<file path="config.mk">
export PLATFORM = sky130hd
export DESIGN_NAME = irq_ctl_flat
export DESIGN_NICKNAME = d
export VERILOG_FILES = /design/src/rtl/irq_ctl_pkg.sv /design/src/rtl/irq_ctl_if.sv /design/src/rtl/sync2.sv /design/src/rtl/irq_ctl.sv /design/src/flat_wrapper.sv
export SDC_FILE = /design/constraint.sdc
export NUM_CORES = 1
export LEC_CHECK = 0
export ABC_AREA = 1
export CAP_MARGIN = 20
export CORE_MARGIN = 1
export CORE_UTILIZATION = 45
export DETAILED_ROUTE_END_ITERATION = 16
export PLACE_DENSITY = 0.74
export SLEW_MARGIN = 20
export SYNTH_ARGS = -nofsm -noshare
export SYNTH_HDL_FRONTEND = slang
export SYNTH_SLANG_ARGS = --single-unit
</file>
<file path="constraint.sdc">
create_clock -name clk -period 1.2 [get_ports clk]
set_clock_uncertainty 0.05 [all_clocks]
set_input_delay 0.24 -clock clk [delete_from_list [all_inputs] [get_ports clk]]
set_output_delay 0.24 -clock clk [all_outputs]
set_load 0.02 [all_outputs]
</file>
<file path="src/rtl/irq_ctl_pkg.sv">
// Shared constants and helpers for the interrupt controller.
// IRQ_CTL_NMI_EN routes source 7 to NMI as a fixed edge-triggered source.
package irq_ctl_pkg;

    localparam logic [1:0] REG_PEND = 2'd0;
    localparam logic [1:0] REG_ENA  = 2'd1;
    localparam logic [1:0] REG_EDGE = 2'd2;
    localparam logic [1:0] REG_VEC  = 2'd3;

    localparam logic [7:0] VEC_NONE = 8'h80;

`ifdef IRQ_CTL_NMI_EN
    localparam logic [7:0] IRQ_MASK   = 8'h7F;
    localparam logic [7:0] EDGE_FORCE = 8'h80;
`else
    localparam logic [7:0] IRQ_MASK   = 8'hFF;
    localparam logic [7:0] EDGE_FORCE = 8'h00;
`endif

    // Lowest active index wins; VEC_NONE when nothing is active.
    function automatic logic [7:0] vec_encode(input logic [7:0] act);
        logic [7:0] v;
        v = VEC_NONE;
        for (int i = 7; i >= 0; i--) begin
            if (act[i]) v = 8'(i);
        end
        return v;
    endfunction

endpackage

</file>
<file path="src/rtl/irq_ctl_if.sv">
// CPU-side register bus of the interrupt controller.
interface irq_ctl_if;
    logic [15:0] AD;
    logic [7:0]  DO;
    logic        WE;
    logic        RDY;
    logic        hit;
    logic [7:0]  rd_data;

    modport master (output AD, output DO, output WE, output RDY, input hit, input rd_data);
    modport slave  (input AD, input DO, input WE, input RDY, output hit, output rd_data);
endinterface

</file>
<file path="src/rtl/sync2.sv">
// Two-flop synchronizer for one asynchronous bit.
module sync2 (
    input  logic clk,
    input  logic rst,
    input  logic d,
    output logic q
);
    logic ff1_q, ff2_q;

    always_ff @(posedge clk) begin
        if (rst) begin
            ff1_q <= 1'b0;
            ff2_q <= 1'b0;
        end else begin
            ff1_q <= d;
            ff2_q <= ff1_q;
        end
    end

    assign q = ff2_q;
endmodule

</file>
<file path="src/rtl/irq_ctl.sv">
// 8-source interrupt controller with a 4-byte register window at BASE.
// Define IRQ_CTL_NMI_EN to dedicate source 7 to NMI (forced edge mode).
module irq_ctl
    import irq_ctl_pkg::*;
#(
    parameter logic [15:0] BASE = 16'hFE00
) (
    input  logic       clk,
    input  logic       RST,
    irq_ctl_if.slave   bus,
    input  logic [7:0] src,
    output logic       IRQ,
    output logic       NMI
);
    logic [7:0] s, sp_q;
    logic [7:0] pend_q, pend_d, ena_q, ena_d, edge_q, edge_d, edge_eff;
    logic [7:0] set, clr, rd_mux, rd_q;
    logic       wr, rd, irq_q;
    logic [1:0] off;

    for (genvar i = 0; i < 8; i++) begin : g_sync
        sync2 u_sync (
            .clk (clk),
            .rst (RST),
            .d   (src[i]),
            .q   (s[i])
        );
    end

    assign bus.hit  = (bus.AD[15:2] == BASE[15:2]);
    assign off      = bus.AD[1:0];
    assign wr       = bus.RDY & bus.WE & bus.hit;
    assign rd       = bus.RDY & ~bus.WE & bus.hit;
    assign edge_eff = edge_q | EDGE_FORCE;
    assign set      = (edge_eff & s & ~sp_q) | (~edge_eff & s);

    always_comb begin
        clr    = 8'h00;
        ena_d  = ena_q;
        edge_d = edge_q;
        if (wr) begin
            unique case (off)
                REG_PEND: clr    = bus.DO;
                REG_ENA:  ena_d  = bus.DO;
                REG_EDGE: edge_d = bus.DO & ~EDGE_FORCE;
                default:  ;
            endcase
        end
        // A simultaneous set beats the write-1-clear.
        pend_d = (pend_q & ~clr) | set;
    end

    always_comb begin
        rd_mux = VEC_NONE;
        unique case (off)
            REG_PEND: rd_mux = pend_q;
            REG_ENA:  rd_mux = ena_q;
            REG_EDGE: rd_mux = edge_eff;
            REG_VEC:  rd_mux = vec_encode(pend_q & ena_q);
        endcase
    end

    always_ff @(posedge clk) begin
        if (RST) begin
            sp_q   <= 8'h00;
            pend_q <= 8'h00;
            ena_q  <= 8'h00;
            edge_q <= 8'h00;
            rd_q   <= 8'h00;
            irq_q  <= 1'b0;
        end else begin
            sp_q   <= s;
            pend_q <= pend_d;
            ena_q  <= ena_d;
            edge_q <= edge_d;
            if (rd) rd_q <= rd_mux;
            irq_q  <= |(pend_q & ena_q & IRQ_MASK);
        end
    end

    assign bus.rd_data = rd_q;
    assign IRQ         = irq_q;

`ifdef IRQ_CTL_NMI_EN
    logic nmi_q;

    always_ff @(posedge clk) begin
        if (RST) nmi_q <= 1'b0;
        else     nmi_q <= pend_q[7];
    end

    assign NMI = nmi_q;
`else
    assign NMI = 1'b0;
`endif
endmodule

</file>
<file path="src/flat_wrapper.sv">
// flat-port wrapper written by rule: the top's interface ports become plain ports
module irq_ctl_flat import irq_ctl_pkg::*;
#(
    parameter logic [15:0] BASE = 16'hFE00
)
  (clk, RST, src, IRQ, NMI, bus_AD, bus_DO, bus_WE, bus_RDY, bus_hit, bus_rd_data);
  irq_ctl_if bus_i ();
  input  logic clk;
  input  logic RST;
  input  logic [7:0] src;
  output logic IRQ;
  output logic NMI;
  input wire logic [$bits(bus_i.AD)-1:0] bus_AD;
  input wire logic [$bits(bus_i.DO)-1:0] bus_DO;
  input wire logic [$bits(bus_i.WE)-1:0] bus_WE;
  input wire logic [$bits(bus_i.RDY)-1:0] bus_RDY;
  output wire logic [$bits(bus_i.hit)-1:0] bus_hit;
  output wire logic [$bits(bus_i.rd_data)-1:0] bus_rd_data;
  assign bus_i.AD = bus_AD;
  assign bus_i.DO = bus_DO;
  assign bus_i.WE = bus_WE;
  assign bus_i.RDY = bus_RDY;
  assign bus_hit = bus_i.hit;
  assign bus_rd_data = bus_i.rd_data;
  irq_ctl #(.BASE(BASE)) u_core (.clk(clk), .RST(RST), .bus(bus_i), .src(src), .IRQ(IRQ), .NMI(NMI));
endmodule
</file>
-- Word level (Yosys, flattened, before mapping)
Index checks and enable logic that the tools add are counted.
Widths: inputs -> output; s select.
- memory bits (writable): 0
- output and inout bits: 11
- memory bits (read-only): 0
- register bits after elaboration: 57
- memories kept: 0
- bits in latches: 0
- word-level logic and storage cells: 56
- equality and inequality tests: 4
- magnitude comparators: 0
- bitwise operators: 15
- divide/modulo/power cells: 0
- multipliers: 0
- shift operators: 0
- add/sub/neg operators: 0
- multiplexer cells: 11
- reduce and logical (&&, ||, !) cells: 4
- operators with widths (cell ; number):
    $mux 8 ; 10
    $and 8x8->8 ; 5
    $pmux 8 s4 ; 1
    $not 8->8 ; 3
    $or 8x8->8 ; 2
    $eq 14x14->1 const B ; 1
    $reduce_or 8->1 ; 1
    $and 1x1->1 ; 4
    $eq 2x2->1 const B ; 2
    $reduce_and 2->1 ; 2
    $eq 2x1->1 const B ; 1
    $logic_not 2->1 ; 1
    $not 1->1 ; 1

-- Longest topological paths before layout
Gate-level depths: netlist of run 1.
- word-level depth: 10
- gate-level depth with buffers: 12

-- By module
A second synthesis of run 1 with hierarchy kept.
- cell total of the unflattened synthesis: 319
- area total of the unflattened synthesis: 2324.7 um^2
- by module, submodules not included (module ; times used ; sequential area each (um^2) ; cells an instance ; area an instance (um^2)):
    irq_ctl ; 1 ; 820.8 ; 271 ; 1884.3
    sync2 ; 8 ; 40.0 ; 6 ; 55.1

-- Least setup slack after synthesis of run 1
OpenSTA, ideal clock, no wires.
- kind: input -> register
- start point: input bus_AD[7]
- end point: register u_core.ena_q[7]
- arrival: 1.117 ns
- stages on the path: 7
- path slack: -0.033 ns
- cells stage by stage: nor2_1 nand4_1 nor3_4 nand3_2 clkinv_2 nand2_1 a21oi_2
- longest elaborated chain between the ends: 3
- ends and longest elaborated chain (element ; line ; RTL):
    from (decl) ; flat_wrapper.sv:13 ; input wire logic [$bits(bus_i.AD)-1:0] bus_AD;
    $eq 14x14->1 ; irq_ctl.sv:30 ; assign bus.hit = (bus.AD[15:2] == BASE[15:2]);
    $and 1x1->1 ; irq_ctl.sv:32 ; assign wr = bus.RDY & bus.WE & bus.hit;
    $reduce_and 2->1 (no source line) ; - ;
    to (signal assigned) ; irq_ctl.sv:74 ; ena_q <= ena_d;
    to (decl) ; irq_ctl.sv:16 ; logic [7:0] pend_q, pend_d, ena_q, ena_d, edge_q, edge_d, edge_eff;
No other way between the ends.
A chain may end at the register's enable or synchronous reset.

-- Worst setup path in the final report of run 1
- start point: register u_core.pend_q[6]
- end point: register u_core.rd_q[0] (netlist: u_core.bus.rd_data[0])
- longest elaborated chain between the ends: 9
- ends and longest elaborated chain (element ; line ; RTL):
    from (decl) ; irq_ctl.sv:16 ;
    from (signal assigned) ; irq_ctl.sv:73 ; pend_q <= pend_d;
    $and 8x8->8 ; irq_ctl.sv:59 ; REG_VEC: rd_mux = vec_encode(pend_q & ena_q);
    $mux 8 (7 in series) ; irq_ctl_pkg.sv:25 ; if (act[i]) v = 8'(i);
    $pmux 8 s4 ; irq_ctl.sv:55 ; unique case (off)
    to (signal assigned) ; irq_ctl.sv:76 ; if (rd) rd_q <= rd_mux;
    to (decl) ; irq_ctl.sv:17 ; logic [7:0] set, clr, rd_mux, rd_q;
No other way between the ends.

==> results.txt, run 1 <==
Status -> finished with violations
Failing checks -> negative setup slack
Fin. max-slew vios -> 0
Synth warn -> 0
Yosys cell types -> 25
Worst Setup EP -> u_core.bus.rd_data[0]
Synthesized area -> 0.00231 mm2
FF-to-FF End -> u_core.bus.rd_data[0]
Seq/Total Area, Yosys -> 0.493
Critical Path Fanout Max -> 3
Synth area leader -> dfxtp_1
Number of global-route vias before repair -> 2,124
Die area -> 0.00543 mm2
Setup tns final -> -0.0157 ns
Most common flop cell mapped by yosys -> dfxtp_1
Worst skew pair latency -> 0.33 ns
Pwr dens -> 1220 mW/mm2
VDD IR max -> 919 uV
Initial antenna violation count -> 0
Sw Share -> 0.228
GP Congestion -> 0.878
Yosys top cell area share -> 0.493
Final hold vios -> 0
Worst setup path class -> flop to flop
Period utilization -> 1.01
Critical Path RT -> 1.38 ns
Starting density of the core -> 0.477
# clock sinks -> 57
Grt total ovfl -> 0
Wire per inst -> 11.4 um
Leakage Power -> 1.47 nW
Post-Place Worst Slack -> -0.850 ns
Ys async rst share -> 0
Area grow syn2layout -> 44.5%
Internal -> 3.13 mW
Post-DRT Antenna Nets -> 0
Layout cells sized above 1 -> 0.298
Clock tree root buffer cell -> clkbuf_8
H-tree levels -> 3
CORE AREA -> 0.00485 mm2
Die Width -> 73.7 um
Critical path origin -> u_core.pend_q[6]
WL final -> 5.48 mm
Commonest non-fill, non-tap cell in the layout -> nand2_1
Final WS setup -> -0.0157 ns
Syn Nets -> 359
Power share of the combinational group -> 0.090
Final Critical Period -> 1.22 ns
Synth Register Bits -> 57
Detailed Route Iter0 Violations -> 113
Fmax achieved -> 0.823 GHz
Largest net degree at the start of global routing -> 34
Mean post-synth cell area -> 7.16 um2
First-pass GRT wire length -> 8.94 mm
Post-synth EDFFs -> 0
CTS tree -> done
Number of max-cap violations -> 0
Final setup fails -> 1
Reg2reg start -> u_core.pend_q[6]
HP Class -> flop to flop
Cells on worst reg2reg path -> 11
Die Y -> 73.7 um
Total Nets Final -> 447
NetSw -> 0.928 mW
Sequential Power Share -> 0.484
Mapped Cells -> 323
Tot GR Track Use -> 0.223
TritonCTS Buffers -> 9
Reg2reg setup slack -> -0.02 ns
DRC viols -> 0
Crit path DAT -> 1.39 ns
Dpl hpwl -> 3.88 mm
Max Root-Sink Buffers -> 2
Setup crit end kind -> flop
DRT Pass-1 Iters -> 6
Top-level I/O count -> 47
Row Count -> 25
RSZ-0062 raised after global routing -> true
DR vias -> 2,271
Most frequent cells in the layout -> 92 x nand2_1, 51 x dfxtp_1, 42 x inv_1
IO buf count -> 45
Inserted Diodes -> 0
Clock power frac -> 0.427
DR vias/cell -> 4.70
Critical path launch point type -> flop
Synth top area cells -> dfxtp_1 49%, nand2_1 16%, inv_1 7.5%
Clk slew on worst S/H paths -> 0.06 ns
-- metrics by stage --
| stage | area [um2] | hold WS, ns | instances | power, mW | util |
|---|---|---|---|---|---|
| after floorplan | 2310 | 0.273 | 323 | 2.12 | - |
| after global placement | 3090 | 0.338 | 462 | 2.35 | 0.638 |
| after detailed placement | 3090 | 0.344 | 462 | 2.36 | 0.638 |
| after CTS | 3240 | 0.351 | 478 | 4.09 | 0.669 |
| after global routing | 3340 | 0.370 | 483 | 4.22 | 0.689 |
| final | 3340 | 0.353 | 483 | 4.06 | 0.689 |
-- sequential cells by signal (all words and copies together) (netlist names) --
signal / cells
u_core.IRQ: 1
u_core.g_sync.u_sync.ff1_q: 8
u_core.g_sync.u_sync.q: 8
u_core.pend_q: 8
u_core.sp_q: 8
u_core.ena_q: 8
u_core.bus.rd_data: 8
u_core.edge_eff: 8
-- power by group through the flow --
| stage | registers, mW | logic, mW | clock network [mW] |
|---|---|---|---|
| floorplan | 2.00 | 0.125 | 0 |
| global placement | 2.00 | 0.349 | 0 |
| detailed placement | 2.00 | 0.356 | 0 |
| CTS | 1.96 | 0.348 | 1.78 |
| global route | 1.97 | 0.403 | 1.85 |
| finish | 1.97 | 0.364 | 1.73 |
-- cell families after synthesis --
logic type	count (synthesis)	synth area share
AND/OR/NAND/NOR	147	0.262
AO/OA/AOI/OAI	62	0.141
flip-flops	57	0.493
buffers and inverters	56	0.103
other	1	0.00162
-- synthesized netlist by cell type (all sizes together), types with 2 or more instances --
cell type,count
inv,46
dfxtp,57
clkbuf,3
o21ai,30
nand3,6
nand4,4
clkinv,2
nand2,96
buf,4
a21oi,28
nor3,2
nor2,36
o211ai,3
-- layer usage --
metal / up-vias / share of wire / track usage / routed length, um
met3: 10 / 0.052 / 0.0604 / 286
met2: 64 / 0.50 / 0.382 / 2730
li1: 1188 / - / - / -
met1: 1009 / 0.43 / 0.254 / 2380
met4: 0 / 0.016 / 0.115 / 85
met5: - / 0 / 0 / 0
-- worst min-delay path by stage --
stage | startpoint | depth (start not counted) | endpoint | slack (ns)
after global routing | u_core.g_sync[6].u_sync.ff1_q | 2 | u_core.g_sync[6].u_sync.q | 0.37
after CTS | src[1] | 3 | u_core.g_sync[1].u_sync.ff1_q | 0.35
after global placement | u_core.g_sync[3].u_sync.ff1_q | 2 | u_core.g_sync[3].u_sync.q | 0.34
final | u_core.g_sync[3].u_sync.ff1_q | 2 | u_core.g_sync[3].u_sync.q | 0.35
after floorplan | RST | 1 | u_core.sp_q[1] | 0.27
after detailed placement | u_core.g_sync[5].u_sync.ff1_q | 2 | u_core.g_sync[5].u_sync.q | 0.34
-- area by class of cell --
type / instances / area (um2)
repair buffers: 85 / 687
inverters: 48 / 188
flip-flops and latches: 57 / 1150
multi-input cells: 210 / 1040
fillers: 421 / 1510
clock inverters: 6 / 57.6
clock buffers: 10 / 138
well taps: 67 / 83.8
-- worst max-delay path, cell delays in order, from the launching register on --
cell and delay, ns:
dfxtp_2 0.35, nand2_1 0.10, nand2_1 0.09, nand2_1 0.07, nand2_1 0.06, nand2_1 0.05
nand2_1 0.05, nand2_1 0.05, nand2_1 0.06, nand2_1 0.05, nand2_1 0.09, a21oi_2 0.05
-- what timing repair did --
item,4_1_cts,5_1_grt
pin swaps,9,19
resized for setup,95,58
gates cloned,0,0
endpoints found under the setup margin,42,32
buffers inserted,0,5
hold buffers,0,0
No activity file was read; power rests on OpenSTA's default activity.
==> run 2: changes to the inputs <==
--- a/config.mk
+++ b/config.mk
@@ -7,10 +7,12 @@
 export LEC_CHECK = 0
 export ABC_AREA = 1
 export CAP_MARGIN = 20
+export CELL_PAD_IN_SITES_DETAIL_PLACEMENT = 1
+export CELL_PAD_IN_SITES_GLOBAL_PLACEMENT = 1
 export CORE_MARGIN = 1
-export CORE_UTILIZATION = 45
+export CORE_UTILIZATION = 32
 export DETAILED_ROUTE_END_ITERATION = 16
-export PLACE_DENSITY = 0.74
+export PLACE_DENSITY_LB_ADDON = 0.1
 export SLEW_MARGIN = 20
 export SYNTH_ARGS = -nofsm -noshare
 export SYNTH_HDL_FRONTEND = slang
==> run 2 against run 1 <==
- the run now ends clean
- clock-buffer cell count fell by 1
- die area increased by 39%
- largest power group is now clock
- worst setup slack gained 0.036 ns
- total power up 7.3%
- register-to-register slack better by 0.06 ns
==> results.txt, run 2 (synthesis results as in run 1) <==
Leakage Power -> 1.55 nW (+4.9%)
Fmax achieved -> 0.848 GHz (+3.1%)
Worst setup path class -> primary input to flop
Initial antenna violation count -> 0 (unchanged)
Post-DRT Antenna Nets -> 0 (unchanged)
Fin. max-slew vios -> 0 (unchanged)
Period utilization -> 0.983 (-0.0300)
Reg2reg setup slack -> 0.04 ns (+0.06 ns)
RSZ-0062 raised after global routing -> true
Largest net degree at the start of global routing -> 37 (+8.8%)
Die area -> 0.00757 mm2 (+39%)
Final setup fails -> 0 (-1)
Most frequent cells in the layout -> 72 x nand2_1, 48 x dfxtp_1, 41 x inv_1
Final Critical Period -> 1.18 ns (-0.0360 ns)
Fill cell count -> 865 (+110%)
H-tree levels -> 3 (unchanged)
Clk slew on worst S/H paths -> 0.07 ns (about the same)
WL final -> 6.55 mm (+19%)
Crit path DAT -> 1.36 ns (-0.03 ns)
Row Count -> 30 (+20%)
# clock sinks -> 57 (unchanged)
Top-level I/O count -> 47 (unchanged)
Critical Path Fanout Max -> 5 (+2)
CTS tree -> done
Post-Place Cells -> 493 (+6.7%)
Final Non-Filler Cells -> 514 (+6.4%)
Pwr dens -> 1210 mW/mm2 (-0.46%)
Layout cells sized above 1 -> 0.376 (+0.0775)
IO buf count -> 45 (unchanged)
HP Class -> flop to flop
Total Nets Final -> 449 (+0.45%)
Commonest non-fill, non-tap cell in the layout -> nand2_1
CORE AREA -> 0.00691 mm2 (+42%)
Detailed Route Iter0 Violations -> 55 (-51%)
Number of global-route vias before repair -> 2,436 (+15%)
Clock tree root buffer cell -> clkbuf_8
Die Y -> 87.0 um (+18%)
Critical path launch point type -> primary input
VDD IR max -> 766 uV (-17%)
Setup tns final -> 0 ns (+0.0157 ns)
GP Congestion -> 0.796 (-9.4%)
Reg area -> 0.00116 mm2 (+0.76%)
Critical Path RT -> 1.38 ns (about the same)
TritonCTS Buffers -> 9 (unchanged)
Wire per inst -> 12.7 um (+12%)
DRC viols -> 0 (unchanged)
Dpl hpwl -> 4.69 mm (+21%)
Grt total ovfl -> 0 (unchanged)
DRT Pass-1 Iters -> 4 (-2)
First-pass GRT wire length -> 11.3 mm (+26%)
Tot GR Track Use -> 0.200 (-0.0237)
CTS Hold Bufs -> 0 (unchanged)
Setup crit end kind -> flop
DR vias -> 2,282 (+0.48%)
Inserted Diodes -> 0 (unchanged)
Max Root-Sink Buffers -> 2 (unchanged)
Number of max-cap violations -> 0 (unchanged)
Area grow syn2layout -> 55.7%
Die Width -> 87.0 um (+18%)
Status -> complete, no violations
Final hold vios -> 0 (unchanged)
Starting density of the core -> 0.335 (-0.142)
Footprint of the multi-input gates -> 0.00116 mm2 (+12%)
Worst skew pair latency -> 0.34 ns (about the same)
DR vias/cell -> 4.44 (-5.6%)
-- run 2: changes by cell type in the layout (fill, tap and decap cells not counted), sizes merged, moves of 2 or more --
cell and change:
buf +5, clkbuf -4, clkinv +2, inv -2
-- run 2: path summary, 6_finish.rpt --
path / start / to / cells past startpoint
setup / recovery: bus_AD[2] / u_core.edge_eff[0] / 9
hold / removal: u_core.g_sync[0].u_sync.ff1_q / u_core.g_sync[0].u_sync.q / 2
setup reg to reg: u_core.pend_q[5] / u_core.bus.rd_data[7] / 7
hold reg to reg: u_core.g_sync[0].u_sync.ff1_q / u_core.g_sync[0].u_sync.q / 2
-- run 2: final cells by class --
class                   instances  area share
clock buffers                   9      0.0344
clock inverters                 7      0.0264
inverters                      48      0.0549
multi-input cells             210       0.323
flip-flops and latches         57       0.321
well taps                      96      0.0334
repair buffers                 87       0.206
-- run 2: stage by stage --
step	hold WS [ns]	setup slack (ns)	utilization	power (mW)	cell area (um2)
final	0.353	0.0203	0.521	4.36	3600
after global routing	0.365	-0.0598	0.521	4.55	3600
after CTS	0.353	-0.0565	0.504	4.39	3480
after detailed placement	0.349	-0.870	0.452	2.37	3120
after global placement	0.340	-0.861	0.452	2.35	3120
after floorplan	0.273	-0.0332	-	2.12	2310
-- run 2: repair_timing --
item / CTS / global route
endpoints found under the setup margin: 42 / 33
cloned: 0 / 0
setup buffers: 2 / 3
gates resized for setup: 162 / 51
pin swaps: 26 / 16
-- run 2: layer usage --
metal	part of all wire	track usage
met1	0.45	0.241
met5	0	0
met2	0.49	0.337
met4	0.026	0.109
met3	0.026	0.0341
-- run 2: worst max-delay path, stage by stage --
cell,delay [ns]
buf_6,0.10
nor2_4,0.10
nand4_1,0.14
nor3_4,0.21
buf_6,0.14
nand3_4,0.14
buf_6,0.18
nand2_2,0.06
a21oi_2,0.04
-- run 2: report_power, final --
group / switching [mW] / internal [mW]
Combinational: 0.188 / 0.208
Clock: 0.830 / 1.17
Sequential: 0.0249 / 1.94
==> run 3: changes to the inputs <==
--- a/config.mk
+++ b/config.mk
@@ -12,6 +12,7 @@
 export CORE_MARGIN = 1
 export CORE_UTILIZATION = 32
 export DETAILED_ROUTE_END_ITERATION = 16
+export HOLD_SLACK_MARGIN = 0.12
 export PLACE_DENSITY_LB_ADDON = 0.1
 export SLEW_MARGIN = 20
 export SYNTH_ARGS = -nofsm -noshare
==> results of run 3 <==
Final layout, timing and power as in run 2 (identical DEF).
==> RTL change, RTL diff (settings of run 3) <==
Build with the macro `IRQ_CTL_NMI_EN` defined.
--- a/src/rtl/irq_ctl_pkg.sv
+++ b/src/rtl/irq_ctl_pkg.sv
@@ -1,4 +1,6 @@
 // Shared constants and helpers for the interrupt controller.
 // IRQ_CTL_NMI_EN routes source 7 to NMI as a fixed edge-triggered source.
+`define IRQ_CTL_NMI_EN
+
 package irq_ctl_pkg;
 
Formal check against the unedited RTL: not equivalent (Yosys sat finds a counterexample within 4 cycles, from zero or initial values and one cycle with RST high).
==> RTL change against run 3 <==
The run now ends with setup timing left; combinational power is 5.8% higher; worst setup slack lost 0.083 ns; area after synthesis rose by 0.97%; routed wire length rose by 5.5%; non-clock buffer count up 7; sequential cell count unchanged; final area rose by 6.7%; count of clock-buffer cells in the layout grew 1; sequential share of layout area decreased by 1.9 points; total power is 4.4% lower; first-iteration DRC count increased by 35%; critical endpoint is now u_core.edge_q[4].
==> RTL change: results (changes against run 3) <==
Yosys
  – Async S/R FF share, synth: 0% (unchanged)
  – Synth Net Count: 360 (+0.28%)
  – Synth top cells by count: 99 x nand2_1, 57 x dfxtp_1, 50 x inv_1
  – Synth area leaders: dfxtp_1 49%, nand2_1 16%, inv_1 8.0%, a21oi_1 5.4%, nor2_1 5.3%
  – Post-synth cell types: 27 (+8.0%)
  – Seq/Total Area, Yosys: 48.8% (-0.48 points)

Finish
  – Fillers: 864 (-0.12%)
  – Layout cells sized above 1: 45.0% (+7.4 points)
  – Final #Nets: 458 (+2.0%)

Timing
  – Slew margin rel.: 79.6%
  – # setup viols final: 9 (+9)
  – Setup WS post-layout: -0.0625 ns (-0.0827 ns)
  – Setup_tns: -0.215 ns (-0.215 ns)

CTS
  – Clock Pin Slew Worst Setup and Hold Paths: 0.07 ns (about the same)

GRT
  – Vias in the first global route: 2,334 (-4.2%)
  – Met2 Use GR: 33.2% (-0.55 points)
  – Met3 usage: 4.83% (+1.4 points)
  – Gr usage total: 18.9% (-1.1 points)
  – Largest net degree at the start of global routing: 34 (-8.1%)
  – M1 GR Usage: 22.7% (-1.5 points)
  – First-pass GRT wire length: 10,900 µm (-4.0%)

Worst hold path
  – Hold depth: 4 (+2)
  – Hold Path Class: in -> reg
  – Hold path startpoint: bus_WE
  – Hold Path Sink: u_core.pend_q[7]

Route
  – WL met2: 3550 µm (+9.7%)
  – DR iter-0 viols: 74 (+35%)
  – First-pass DRT Iterations: 4 (unchanged)
  – Met3 Wirelength: 219 µm (+29%)
  – Post-Route M1 WL: 3090 µm (+3.9%)
  – Vias per std cell: 4.47 (+0.69%)
  – Detailed Route WL: 6910 µm (+5.5%)

Power and ir drop
  – Leak: 1.74 nW (+12%)
  – VDD IR max: 0.000857 V (+12%)
  – Sw Share: 25.2% (+1.3 points)

Placed design
  – GPL Wtd Cong: 0.775 (-2.6%)
  – Post-DP HPWL: 4620 µm (-1.4%)
  – Area after DPL: 3230 µm² (+3.6%)
  – # port buffers: 46 (+2.2%)

Setup path
  – Crit path arrival time: 1.48 ns (+0.12 ns)
  – Critical R2R Capture: u_core.bus.rd_data[1]
  – FF-to-FF setup slack: 0.02 ns (-0.02 ns)
  – Worst Path Max Fanout: 7 (+2)
  – R2r worst-path depth: 9 (+2)
  – RR Startpoint: u_core.pend_q[4]

Outcome
  – Status: finished, violations left
  – Failing checks: setup timing
[RTL change: cell count changes after synthesis, moves of 3 or more]
| cell | change |
|---|---|
| inv_1 | +4 |
| nand2_1 | +3 |
| nand3_1 | -3 |
| nand4_1 | -3 |
| nor2_2 | +4 |
| o21ai_0 | -12 |
| o21ai_1 | +6 |
[RTL change: layout make-up]
class / instances / area [µm²] / area share [%]
clock buffer: 10 / 128 / 3.32
clock inverter: 6 / 67.6 / 1.76
inverter: 54 / 230 / 5.99
multi-input combinational: 206 / 1310 / 34.0
sequential: 57 / 1160 / 30.2
tap: 96 / 120 / 3.13
timing repair buffer: 94 / 831 / 21.6
[RTL change: per-stage QoR]
step / hold slack (ns) / worst slack [ns] / instances
floorplan: 0.273 / -0.0268 / 324
global placement: 0.340 / -0.887 / 496
detailed placement: 0.351 / -0.925 / 496
CTS: 0.349 / -0.105 / 519
global route: 0.300 / -0.116 / 523
finish: 0.264 / -0.0625 / 523
[RTL change: repair_timing]
| item | 4_1_cts | 5_1_grt |
|---|---|---|
| pin swaps | 25 | 28 |
| setup buffers | 6 | 4 |
| resized for setup | 140 | 94 |
| setup endpoints to repair | 42 | 32 |
| hold endpoints to repair | 0 | 0 |
| cloned | 1 | 0 |
[RTL change: power by group through the flow]
| stage | sequential (W) | combinational (W) | clock, W |
|---|---|---|---|
| finish | 0.00196 | 0.000419 | 0.00178 |
| global route | 0.00197 | 0.000459 | 0.00190 |
| CTS | 0.00196 | 0.000394 | 0.00184 |
| detailed placement | 0.00200 | 0.000388 | 0 |
| global placement | 0.00200 | 0.000380 | 0 |
| floorplan | 0.00200 | 0.000127 | 0 |
[RTL change: critical path: stages]
cell and delay, ns:
buf_2 0.11, nor2_4 0.12, buf_6 0.11, nand4_4 0.09, nor3_4 0.14, buf_6 0.15
nand3_4 0.15, clkinv_8 0.14, nand2_2 0.06, a21oi_1 0.17
[RTL change: cell families (layout without fill, tap and decap cells)]
family / after synthesis / count (layout) / share of synthesized area [%]
and+or+nand+nor: 148 / 148 / 27.5
buffers and inverters: 61 / 164 / 10.2
AOI/OAI and AO/OA: 58 / 58 / 13.4
DFF: 57 / 57 / 48.8
[RTL change: worst max path at each step]
| stage | start | end | slack [ns] | cells past startpoint |
|---|---|---|---|---|
| 6_report | bus_AD[2] | u_core.edge_q[4] | -0.06 | 10 |
| 5_1_grt | bus_AD[7] | u_core.edge_q[4] | -0.12 | 10 |
| 4_1_cts | bus_AD[9] | bus_hit | -0.10 | 7 |
| 3_5_place_dp | bus_AD[9] | bus_hit | -0.92 | 7 |
| 3_3_place_gp | bus_AD[9] | bus_hit | -0.89 | 7 |
| 2_1_floorplan | bus_AD[7] | u_core.ena_q[7] | -0.03 | 7 |
